[src/rtl/irq_ctrl_pkg.sv]
// ============================================================================
// Module   : irq_ctrl_pkg
// Brief    : Shared types, register map and helpers for the interrupt controller.
// Revision : 1.0 - initial release
// ============================================================================
`default_nettype none

package irq_ctrl_pkg;

   localparam int IRQ_ID_W = 4;

   typedef enum logic [1:0] {
      ST_IDLE    = 2'd0,
      ST_REQ     = 2'd1,
      ST_SERVICE = 2'd2
   } irq_state_e;

   localparam int REG_ENABLE  = 0;
   localparam int REG_PENDING = 1;
   localparam int REG_ACTIVE  = 2;
   localparam int REG_EOI     = 3;
   localparam int REG_RAW     = 4;
   localparam int REG_SWSET   = 5;

   // (id + 1) mod num_src, used as the round-robin search origin.
   function automatic logic [IRQ_ID_W-1:0] next_index(input logic [IRQ_ID_W-1:0] id,
                                                      input int num_src);
      logic [IRQ_ID_W:0] inc;
      inc = {1'b0, id} + (IRQ_ID_W+1)'(1);
      if (inc >= (IRQ_ID_W+1)'(num_src)) begin
         return '0;
      end
      return inc[IRQ_ID_W-1:0];
   endfunction

endpackage

`default_nettype wire

[src/rtl/irq_priority_sel.sv]
// ============================================================================
// Module   : irq_priority_sel
// Brief    : Combinational search for the first set bit of a vector, starting
//            at a given index and wrapping around.
// Revision : 1.0 - initial release
// ============================================================================
`default_nettype none

module irq_priority_sel
   import irq_ctrl_pkg::*;
#(
   parameter int NUM_SRC = 4
) (
   input  logic [NUM_SRC-1:0]  eligible,
   input  logic [IRQ_ID_W-1:0] start_idx,
   output logic                found,
   output logic [IRQ_ID_W-1:0] sel_idx
);

   localparam logic [IRQ_ID_W:0] c_num_src = (IRQ_ID_W+1)'(NUM_SRC);

   logic [IRQ_ID_W:0] w_pos;
   logic [NUM_SRC-1:0] w_shifted;

   always_comb begin
      found     = 1'b0;
      sel_idx   = '0;
      w_pos     = '0;
      w_shifted = '0;
      for (int i = 0; i < NUM_SRC; i++) begin
         w_pos = {1'b0, start_idx} + (IRQ_ID_W+1)'(i);
         if (w_pos >= c_num_src) begin
            w_pos = w_pos - c_num_src;
         end
         w_shifted = eligible >> w_pos;
         if (!found && w_shifted[0]) begin
            found   = 1'b1;
            sel_idx = w_pos[IRQ_ID_W-1:0];
         end
      end
   end

endmodule

`default_nettype wire

[src/rtl/irq_controller.sv]
// ============================================================================
// Module   : irq_controller
// Brief    : Memory-mapped interrupt controller: edge capture into pending bits,
//            masking, single-request arbitration and req/ack/EOI handshake.
//            Optional macro IRQC_ROUND_ROBIN_EN selects round-robin search.
// Revision : 1.0 - initial release
// ============================================================================
`default_nettype none

module irq_controller
   import irq_ctrl_pkg::*;
#(
   parameter int ADDR_WIDTH = 4,
   parameter int DATA_WIDTH = 32,
   parameter int NUM_SRC    = 4
) (
   input  logic                  clk,
   input  logic                  rst,
   input  logic [ADDR_WIDTH-1:0] addr,
   input  logic [DATA_WIDTH-1:0] data_in,
   input  logic                  write_enable,
   output logic [DATA_WIDTH-1:0] data_out,
   input  logic [NUM_SRC-1:0]    irq_src,
   output logic                  cpu_irq,
   input  logic                  cpu_irq_ack,
   output logic [IRQ_ID_W-1:0]   irq_id
);

   irq_state_e          state_q, state_d;
   logic [NUM_SRC-1:0]  pending_q, pending_d;
   logic [NUM_SRC-1:0]  enable_q, enable_d;
   logic [NUM_SRC-1:0]  src_prev_q, src_prev_d;
   logic [IRQ_ID_W-1:0] irq_id_q, irq_id_d;

   logic                w_wr_enable, w_wr_pending, w_wr_eoi, w_wr_swset;
   logic [NUM_SRC-1:0]  w_wdata_src;
   logic                w_ack, w_eoi;
   logic [NUM_SRC-1:0]  w_ack_mask, w_set, w_clr, w_eligible;
   logic                w_found;
   logic [IRQ_ID_W-1:0] w_sel_idx, w_start;
   logic                w_unused_data;

   // ------------------------------------------------------------------------
   // Bus write decode
   // ------------------------------------------------------------------------
   assign w_wr_enable   = write_enable && (addr == ADDR_WIDTH'(REG_ENABLE));
   assign w_wr_pending  = write_enable && (addr == ADDR_WIDTH'(REG_PENDING));
   assign w_wr_eoi      = write_enable && (addr == ADDR_WIDTH'(REG_EOI));
   assign w_wr_swset    = write_enable && (addr == ADDR_WIDTH'(REG_SWSET));
   assign w_wdata_src   = data_in[NUM_SRC-1:0];
   assign w_unused_data = &{1'b0, data_in[DATA_WIDTH-1:NUM_SRC]};

   assign w_ack = (state_q == ST_REQ) && cpu_irq_ack;
   assign w_eoi = (state_q == ST_SERVICE) && w_wr_eoi;

   always_comb begin
      w_ack_mask = '0;
      for (int i = 0; i < NUM_SRC; i++) begin
         w_ack_mask[i] = w_ack && (irq_id_q == IRQ_ID_W'(i));
      end
   end

   // ------------------------------------------------------------------------
   // Pending / enable / edge-capture next state (set dominates clear)
   // ------------------------------------------------------------------------
   always_comb begin
      src_prev_d = irq_src;
      w_set      = (irq_src & ~src_prev_q) | (w_wr_swset ? w_wdata_src : '0);
      w_clr      = (w_wr_pending ? w_wdata_src : '0) | w_ack_mask;
      pending_d  = (pending_q & ~w_clr) | w_set;
      enable_d   = w_wr_enable ? w_wdata_src : enable_q;
   end

   assign w_eligible = pending_q & enable_q;

   // ------------------------------------------------------------------------
   // Search origin
   // ------------------------------------------------------------------------
`ifdef IRQC_ROUND_ROBIN_EN
   logic [IRQ_ID_W-1:0] last_id_q, last_id_d;

   always_comb begin
      last_id_d = w_ack ? irq_id_q : last_id_q;
   end

   always_ff @(posedge clk) begin
      if (rst) begin
         last_id_q <= '0;
      end else begin
         last_id_q <= last_id_d;
      end
   end

   assign w_start = next_index(last_id_q, NUM_SRC);
`else
   assign w_start = '0;
`endif

   irq_priority_sel #(
      .NUM_SRC   (NUM_SRC)
   ) u_sel (
      .eligible  (w_eligible),
      .start_idx (w_start),
      .found     (w_found),
      .sel_idx   (w_sel_idx)
   );

   // ------------------------------------------------------------------------
   // FSM: state register
   // ------------------------------------------------------------------------
   always_ff @(posedge clk) begin
      if (rst) begin
         state_q    <= ST_IDLE;
         pending_q  <= '0;
         enable_q   <= '0;
         src_prev_q <= '0;
         irq_id_q   <= '0;
      end else begin
         state_q    <= state_d;
         pending_q  <= pending_d;
         enable_q   <= enable_d;
         src_prev_q <= src_prev_d;
         irq_id_q   <= irq_id_d;
      end
   end

   // ------------------------------------------------------------------------
   // FSM: next state
   // ------------------------------------------------------------------------
   always_comb begin
      state_d  = state_q;
      irq_id_d = irq_id_q;
      case (state_q)
         ST_IDLE: begin
            if (w_found) begin
               state_d  = ST_REQ;
               irq_id_d = w_sel_idx;
            end
         end
         ST_REQ: begin
            if (w_ack) begin
               state_d = ST_SERVICE;
            end
         end
         ST_SERVICE: begin
            if (w_eoi) begin
               state_d = ST_IDLE;
            end
         end
         default: begin
            state_d = ST_IDLE;
         end
      endcase
   end

   // ------------------------------------------------------------------------
   // FSM: outputs
   // ------------------------------------------------------------------------
   always_comb begin
      cpu_irq = (state_q == ST_REQ);
      irq_id  = irq_id_q;
   end

   // ------------------------------------------------------------------------
   // Read mux
   // ------------------------------------------------------------------------
   always_comb begin
      data_out = '0;
      if (addr == ADDR_WIDTH'(REG_ENABLE)) begin
         data_out[NUM_SRC-1:0] = enable_q;
      end else if (addr == ADDR_WIDTH'(REG_PENDING)) begin
         data_out[NUM_SRC-1:0] = pending_q;
      end else if (addr == ADDR_WIDTH'(REG_ACTIVE)) begin
         data_out[9:8]          = state_q;
         data_out[IRQ_ID_W-1:0] = irq_id_q;
      end else if (addr == ADDR_WIDTH'(REG_RAW)) begin
         data_out[NUM_SRC-1:0] = irq_src;
      end
   end

endmodule

`default_nettype wire

[config.mk]
export PLATFORM = sky130hd
export DESIGN_NAME = irq_controller
export DESIGN_NICKNAME = d
export VERILOG_FILES = /design/src/rtl/irq_ctrl_pkg.sv /design/src/rtl/irq_priority_sel.sv /design/src/rtl/irq_controller.sv
export SDC_FILE = /design/constraint.sdc
export NUM_CORES = 1
export LEC_CHECK = 0
export CAP_MARGIN = 10
export CELL_PAD_IN_SITES_DETAIL_PLACEMENT = 2
export CELL_PAD_IN_SITES_GLOBAL_PLACEMENT = 2
export CORE_ASPECT_RATIO = 1.4
export CORE_MARGIN = 2
export CORE_UTILIZATION = 26
export DETAILED_ROUTE_END_ITERATION = 8
export GPL_TIMING_DRIVEN = 0
export PLACE_DENSITY = 0.95
export SKIP_LAST_GASP = 1
export SLEW_MARGIN = 5
export SYNTH_ARGS = -nofsm -noshare
export SYNTH_HDL_FRONTEND = slang
export SYNTH_HIERARCHICAL = 1
export SYNTH_SLANG_ARGS = --single-unit
[constraint.sdc]
create_clock -name clk -period 5.47 [get_ports clk]
set_input_delay 1.094 -clock clk [delete_from_list [all_inputs] [get_ports clk]]
set_output_delay 1.094 -clock clk [all_outputs]
set_load 0.01 [all_outputs]
# Word level (Yosys, flattened, before mapping)
# Cells that the tools add are included.
[word_totals]
ff_bits = 18
out_inout_bits = 37
[classes]
eq_ne = 13
mux = 20
bitwise_logic = 8
n_reduce_logical = 21
[ops]
columns = ["operator", "count"]
rows = [
  ["two-way mux 4 bit", 6],
  ["== test 4 x 2 -> 1 bit (second input constant)", 4],
  ["two-way mux 2 bit", 8],
  ["logical AND 1 bit", 13],
  ["AND 4 bit", 3],
  ["OR 4 bit", 3],
  ["== test 4 x 1 -> 1 bit (second input constant)", 2],
  ["== test 4 x 3 -> 1 bit (second input constant)", 2],
  ["logical NOT 4 bit", 2],
  ["inverter 4 bit", 2],
  ["case mux 2 bit (3 select lines)", 1],
  ["two-way mux 1 bit", 5],
  ["inequality test 2 x 1 -> 1 bit (second input constant)", 2],
  ["logical NOT 1 bit", 3],
  ["AND reduction 3 bit", 1],
  ["== test 2 x 1 -> 1 bit (second input constant)", 1],
  ["== test 2 bit (second input constant)", 1],
  ["logical NOT 2 bit", 1],
  ["inequality test 2 bit (second input constant)", 1],
  ["AND reduction 2 bit", 1],
]

# Longest topological paths before layout
# Gate-level depths: netlist (run 1).
[logic_depth]
ltp_word = 13
depth_mapped = 14

# By module
# Netlist (run 1), hierarchy kept.
[modules_own_cells]
columns = ["module", "n_inst", "cells_each", "area_each_um2"]
rows = [
  ["irq_controller", 1, 151, 1291.2],
  ["irq_priority_sel", 1, 81, 669.4],
]

# Worst setup path after synthesis (run 1)
# OpenSTA, ideal clock, no wires.
[synth_path]
path_kind = "input port to output port"
startpoint = "in addr[0]"
endpoint = "out data_out[1]"
arrival_time_ns = 2.032
t_required_ns = 4.376
path_slack_ns = 2.344
path_stages = 4
path_cell_list = "buf_2 nor3b_1 a221oi_1 o31ai_1"
[synth_between]
elab_chain_cells = 5
elab_cells_between_ends = 8
cone_classes = "eq/ne: 3; mux: 4; reduce/logical: 1"
[synth_lines]
columns = ["item", "line", "text"]
rows = [
  ["start: declaration", "irq_controller.sv:19", "input logic [ADDR_WIDTH-1:0] addr,"],
  ["== test 4 x 3 -> 1 bit", "irq_controller.sv:176", "end else if (addr == ADDR_WIDTH'(REG_RAW)) begin"],
  ["two-way mux 4 bit", "irq_controller.sv:176", ""],
  ["two-way mux 4 bit", "irq_controller.sv:173", "end else if (addr == ADDR_WIDTH'(REG_ACTIVE)) begin"],
  ["two-way mux 4 bit", "irq_controller.sv:171", "end else if (addr == ADDR_WIDTH'(REG_PENDING)) begin"],
  ["two-way mux 4 bit *", "irq_controller.sv:169", "if (addr == ADDR_WIDTH'(REG_ENABLE)) begin"],
  ["end: declaration", "irq_controller.sv:22", "output logic [DATA_WIDTH-1:0] data_out,"],
]
# Mark *: on every way between the ends. The rest lies on a longest branch, timed or not.

# Worst setup path after layout (run 1)
[layout_path]
startpoint = "in addr[2]"
endpoint = "out data_out[2]"
# Same word-level chain as after synthesis.

==> results.yml, run 1 <==
clock_network:
  h-tree-depth: 1
  cts_tree: "yes"
  cts.sinks: 18
  clkTransAtPathRegs_ns: 0.08
  cts_buffer_depth: 2
  cts_buffers: 3
  post_cts_resized: 0
  root_buffer: "clkbuf_8"
  hold_buffers: 0
  post-cts-setup-buffer-count: 0
  clkLatencyLatePin_ns: 0.27
cells_and_area:
  design_area_sq_um: 2539
  antenna_cells: 0
  drive_gt1_frac: 0.1815
  nets: 361
  utilization: 0.3471
  area_growth_syn_to_layout_pct: 29.48
route:
  drtIter0Drc: 30
  ant_nets: 0
  routedWlPerCell_um: 15.00
  finalWirelength_mm: 5.999
  drcViolationCount: 0
  vias: 1872
  viasPerCell: 4.680
  detail_route.first_pass.iterations: 4
grt:
  grt_pass1_wl_mm: 9.722
  grt.busiest_layer: "met2"
  grt_max_degree: 11
  grt-ovfl-total: 0
  grtUsageMet2: 0.3124
  antenna_found_initial: 0
  grtUsageMet1: 0.1358
  grt_usage: 0.1484
  grt_use_met3: 0.01515
  grt_pass1_vias: 1994
floorplanning:
  start_util: 0.2680
  core_area_sq_um: 7315
  die_area_sq_um: 8261
  fp.dieW_um: 77.39
  die_height_um: 106.7
  io_pins: 81
  rows: 37
sta:
  period_minus_slack_ns: 4.468
  fin_tns_setup_ns: 0
  rsz0062_at_grt: "no"
  drv_slew: 0
  hold_violations: 0
  max_freq_mhz: 223.8
  holdWs_ns: 0.5053
  maxSlewHeadroom: 0.6473
  setup_viol: 0
  skew_ns: 0.005891
  period_share: 0.8169
  worst_pin_slew_ns: 0.5279
placement:
  placed_cell_area_sq_um: 2484
  gp_congestion: 0.8393
  hpwlAfterDp_mm: 4.724
  numPortBuffers: 24
setup_path:
  timing.rr.start: "pending_q[0]"
  crit_type: "input pin to output port"
  cp-startpoint: "addr[2]"
  worst_ep_arrival_time_ns: 3.37
  end_kind: "output port"
  r2r_slack_ns: 3.15
  r2r_end: "irq_id[2]"
  crit_path_max_fanout: 10
  required_ns: 4.38
  start_kind: "input pin"
  reg2reg_depth: 8
synthesis:
  synth_top_area_frac: 0.1838
  yosys_register_bits: 18
  yosysSeqAreaShare: 0.1838
  ys.flop_type: "dfxtp_1"
  ys_top_cells_by_count: "buf_4 (30), dfxtp_1 (18)"
  async_flop_share: 0
  netlist_area_sq_um: 1961
  yosys_warnings: 6
  syn_avg_cell_area_sq_um: 8.451
  synth_most_common_cell: "buf_4"
  synthCells: 232
  yosys-top-cells-area: "dfxtp_1 (18%), buf_4 (11%), ha_1 (8.3%)"
  synth_edf_count: 0
  yosys.area.top_type: "dfxtp_1"
  ys_types: 51
power_and_ir_drop:
  vdd_drop_max_v: 0.0001575
  power_density_nw_per_um2: 160.9
  cellLeakagePower_uw: 0.001096
run_status:
  status: "finished, final reports clean"
job:
  drv_cap: 0
hold_path:
  hp-class: "flip-flop to flip-flop"
  worstHoldStart: "enable_q[2]"
  hold_end: "enable_q[2]"
  holdPathStages: 2
-- state kept, by name, indices dropped and copies added (netlist names) --
register,count
irq_id,4
pending_q,4
src_prev_q,4
enable_q,4
state_q,2
-- worst max path at each step --
stage                   to  cells after the start
2_1_floorplan  data_out[1]                      4
3_3_place_gp   data_out[2]                      6
3_5_place_dp   data_out[2]                      6
4_1_cts        data_out[2]                      6
5_1_grt        data_out[2]                      6
6_report       data_out[2]                      6
-- area by class of cell --
type,count,area [sq um]
buffer,40,304.0
inverter,9,33.78
multi-input combinational,208,1424
fill,904,4776
tap,97,121.4
timing repair buffer,24,240.2
clock buffer,4,55.05
sequential,18,360.3
-- routing by layer --
metal / part of all wire / wire length (um)
met1: 0.34 / 2048
met2: 0.59 / 3552
met3: 0.036 / 218
met4: 0.030 / 180
met5: 0 / 0
-- metrics by stage --
stage | worst slack (ns) | std cells | total power, uW
4_1_cts | 1.015 | 400 | 400.5
3_3_place_gp | 1.246 | 396 | 274.9
6_report | 1.002 | 400 | 408.5
5_1_grt | 0.9399 | 400 | 427.8
3_5_place_dp | 1.158 | 396 | 279.2
2_1_floorplan | 2.344 | 275 | 247.0
-- cells in the final DEF, fill, tap and decap left out, types with 2 or more instances in the layout --
cell,n
nand2b_1,9
nor2_1,13
dfxtp_1,18
mux2i_1,13
nand3_1,5
xor2_1,3
a21o_1,2
or3_1,2
nor3_1,3
clkbuf_1,3
clkdlybuf4s50_1,24
nor3b_1,5
o22ai_1,5
a221oi_1,3
and2b_1,3
buf_4,30
ha_1,13
a211oi_1,4
xnor2_1,2
nand2_1,11
clkbuf_8,5
o21ai_0,2
o21ai_1,5
nor2b_1,13
a21oi_1,10
inv_1,8
o31ai_1,3
a41oi_1,4
mux2_4,2
nor3b_2,2
conb_1,45
a41o_1,4
and2_1,7
buf_6,4
-- where the power goes --
| part | internal (uW) | leakage, uW | switching [uW] |
|---|---|---|---|
| logic | 69.2 | 0.000919 | 74.4 |
| clock network | 64.4 | 0.0000288 | 55.9 |
| registers | 138 | 0.000148 | 6.64 |
| total | 272 | 0.00110 | 137 |
-- critical path, stage by stage --
cell and delay, ns:
clkdlybuf4s50_1 0.49, buf_4 0.21, nor3b_1 0.46, a221oi_1 0.15, o31ai_1 0.36, clkdlybuf4s50_1 0.61
-- kinds of logic (layout without fill, tap and decap cells) --
logic type	after synthesis	after routing	synth area share
AOI/OAI and AO/OA	47	47	0.1755
xor gates and xnor gates	6	6	0.03638
adders and majority gates	13	13	0.08296
buffers and inverters	49	77	0.1723
DFF	18	18	0.1838
muxes	17	17	0.09891
other	2	45	0.003830
and+or+nand+nor	80	80	0.2463
Note: power is estimated with default switching activity, not from simulation.
==> inputs of run 2 (changes only) <==
Settings changed: CORE_UTILIZATION 26 to 24, PLACE_DENSITY 0.95 to 0.91.
Clock period 5.47 ns to 4.3 ns, I/O delays scaled along.
==> results.yml, run 2 (synthesis gave the netlist of run 1 again) <==
setup_path:
  crit_path_max_fanout: 10
  r2r_slack_ns: 1.98
  timing.rr.start: "pending_q[0]"
  cp-startpoint: "addr[2]"
  required_ns: 3.44
  r2r_end: "irq_id[1]"
  endpoint: "data_out[2]"
  start_kind: "input pin"
  crit_type: "input pin to output port"
  reg2reg_depth: 8
  worst_ep_arrival_time_ns: 2.99
  end_kind: "output port"
sta:
  rsz0062_at_grt: "no"
  skew_ns: 0.001480
  fin_tns_setup_ns: 0
  drv_slew: 0
  period_minus_slack_ns: 3.854
  worst_pin_slew_ns: 0.5749
  fin_ws_ns: 0.4463
  max_freq_mhz: 259.5
  maxSlewHeadroom: 0.6159
  setup_viol: 0
  hold_violations: 0
  period_share: 0.8962
route:
  ant_nets: 0
  detail_route.first_pass.iterations: 4
  drtIter0Drc: 47
  drcViolationCount: 0
  vias: 1853
  routedWlPerCell_um: 14.67
  finalWirelength_mm: 5.942
  viasPerCell: 4.575
placement:
  dp_slack_ns: 0.4542
  numPortBuffers: 24
  placed_cell_area_sq_um: 2490
  hpwlAfterDp_mm: 4.612
  gp_congestion: 0.7837
grt:
  antenna_found_initial: 0
  grt_usage: 0.1367
  grt-ovfl-total: 0
  grt_pass1_vias: 2067
  grt_max_degree: 11
  grt_pass1_wl_mm: 9.756
floorplanning:
  start_util: 0.2435
  fp.dieW_um: 80.39
  core_area_sq_um: 8051
  io_pins: 81
  die_area_sq_um: 8919
  die_height_um: 110.9
  rows: 39
clock_network:
  h-tree-depth: 1
  post_cts_resized: 0
  hold_buffers: 0
  clkLatencyLatePin_ns: 0.25
  cts_buffer_depth: 2
  cts.sinks: 18
  clkTransAtPathRegs_ns: 0.06
  cts_buffers: 3
  cts_tree: "yes"
  post-cts-setup-buffer-count: 0
  root_buffer: "clkbuf_16"
power_and_ir_drop:
  power_density_nw_per_um2: 225.1
  cellLeakagePower_uw: 0.001111
  vdd_drop_max_v: 0.0001691
  power_uw: 580.4
cells_and_area:
  multi_input_area_sq_um: 1424
  layout_common_cells: "conb_1 (45), buf_4 (30), clkdlybuf4s50_1 (24), dfxtp_1 (18)"
  drive_gt1_frac: 0.1815
  layout_commonest_cell: "conb_1"
  final.fill_count: 924
  regArea_sq_um: 360.3
  antenna_cells: 0
  area_growth_syn_to_layout_pct: 31.53
  design_area_sq_um: 2579
  nets: 361
hold_path:
  hp-class: "flip-flop to flip-flop"
  worstHoldStart: "enable_q[2]"
job:
  drv_cap: 0
run_status:
  status: "finished, final reports clean"
run 2: changes by cell type in the layout (fill, tap and decap cells not counted):
cell / delta
clkbuf_16: +3
clkbuf_8: -3
run 2: worst min-delay path by stage:
| stage | endpoint | slack [ns] | cells after the start |
|---|---|---|---|
| 6_report | enable_q[2] | 0.50 | 2 |
| 5_1_grt | enable_q[2] | 0.53 | 2 |
| 4_1_cts | enable_q[2] | 0.50 | 2 |
| 3_5_place_dp | enable_q[2] | 0.49 | 2 |
| 3_3_place_gp | enable_q[1] | 0.48 | 2 |
| 2_1_floorplan | enable_q[0] | 0.45 | 2 |
run 2: per-stage QoR:
| step | hold slack (ns) | std cells | util |
|---|---|---|---|
| floorplan | 0.4519 | 275 | - |
| global placement | 0.4756 | 401 | 0.3092 |
| detailed placement | 0.4903 | 401 | 0.3092 |
| CTS | 0.5010 | 405 | 0.3203 |
| global route | 0.5275 | 405 | 0.3203 |
| finish | 0.5006 | 405 | 0.3203 |
run 2: layer usage:
metal	vias up	global-route usage	part of all wire
met5	-	0	0
met4	0	0.05876	0.030
met3	16	0.01710	0.031
met2	58	0.2611	0.56
met1	903	0.1437	0.38
li1	876	-	-
run 2: final cells by class:
cell class,count,area share
Multi-Input combinational cell,208,0.5522
Inverter,9,0.01310
Sequential cell,18,0.1397
Clock buffer,4,0.03445
Tap cell,102,0.04949
Buffer,40,0.1179
Timing Repair Buffer,24,0.09316
run 2: where the power goes:
group / total (uW) / internal, uW / leakage (uW) / switching, uW
Sequential: 184 / 176 / 0.000148 / 8.33
Clock: 215 / 142 / 0.0000442 / 72.7
Combinational: 182 / 87.8 / 0.000919 / 93.8
Total: 580 / 406 / 0.00111 / 175
run 2: critical path: stages:
cell and delay, ns:
clkdlybuf4s50_1 0.49, buf_4 0.21, nor3b_1 0.38, a221oi_1 0.12, o31ai_1 0.33, clkdlybuf4s50_1 0.60
==> inputs of run 3 (changes only) <==
Settings changed: CAP_MARGIN 10 to unset.
==> results of run 3 <==
No change in the layout: final DEF, timing and power equal those of run 2.
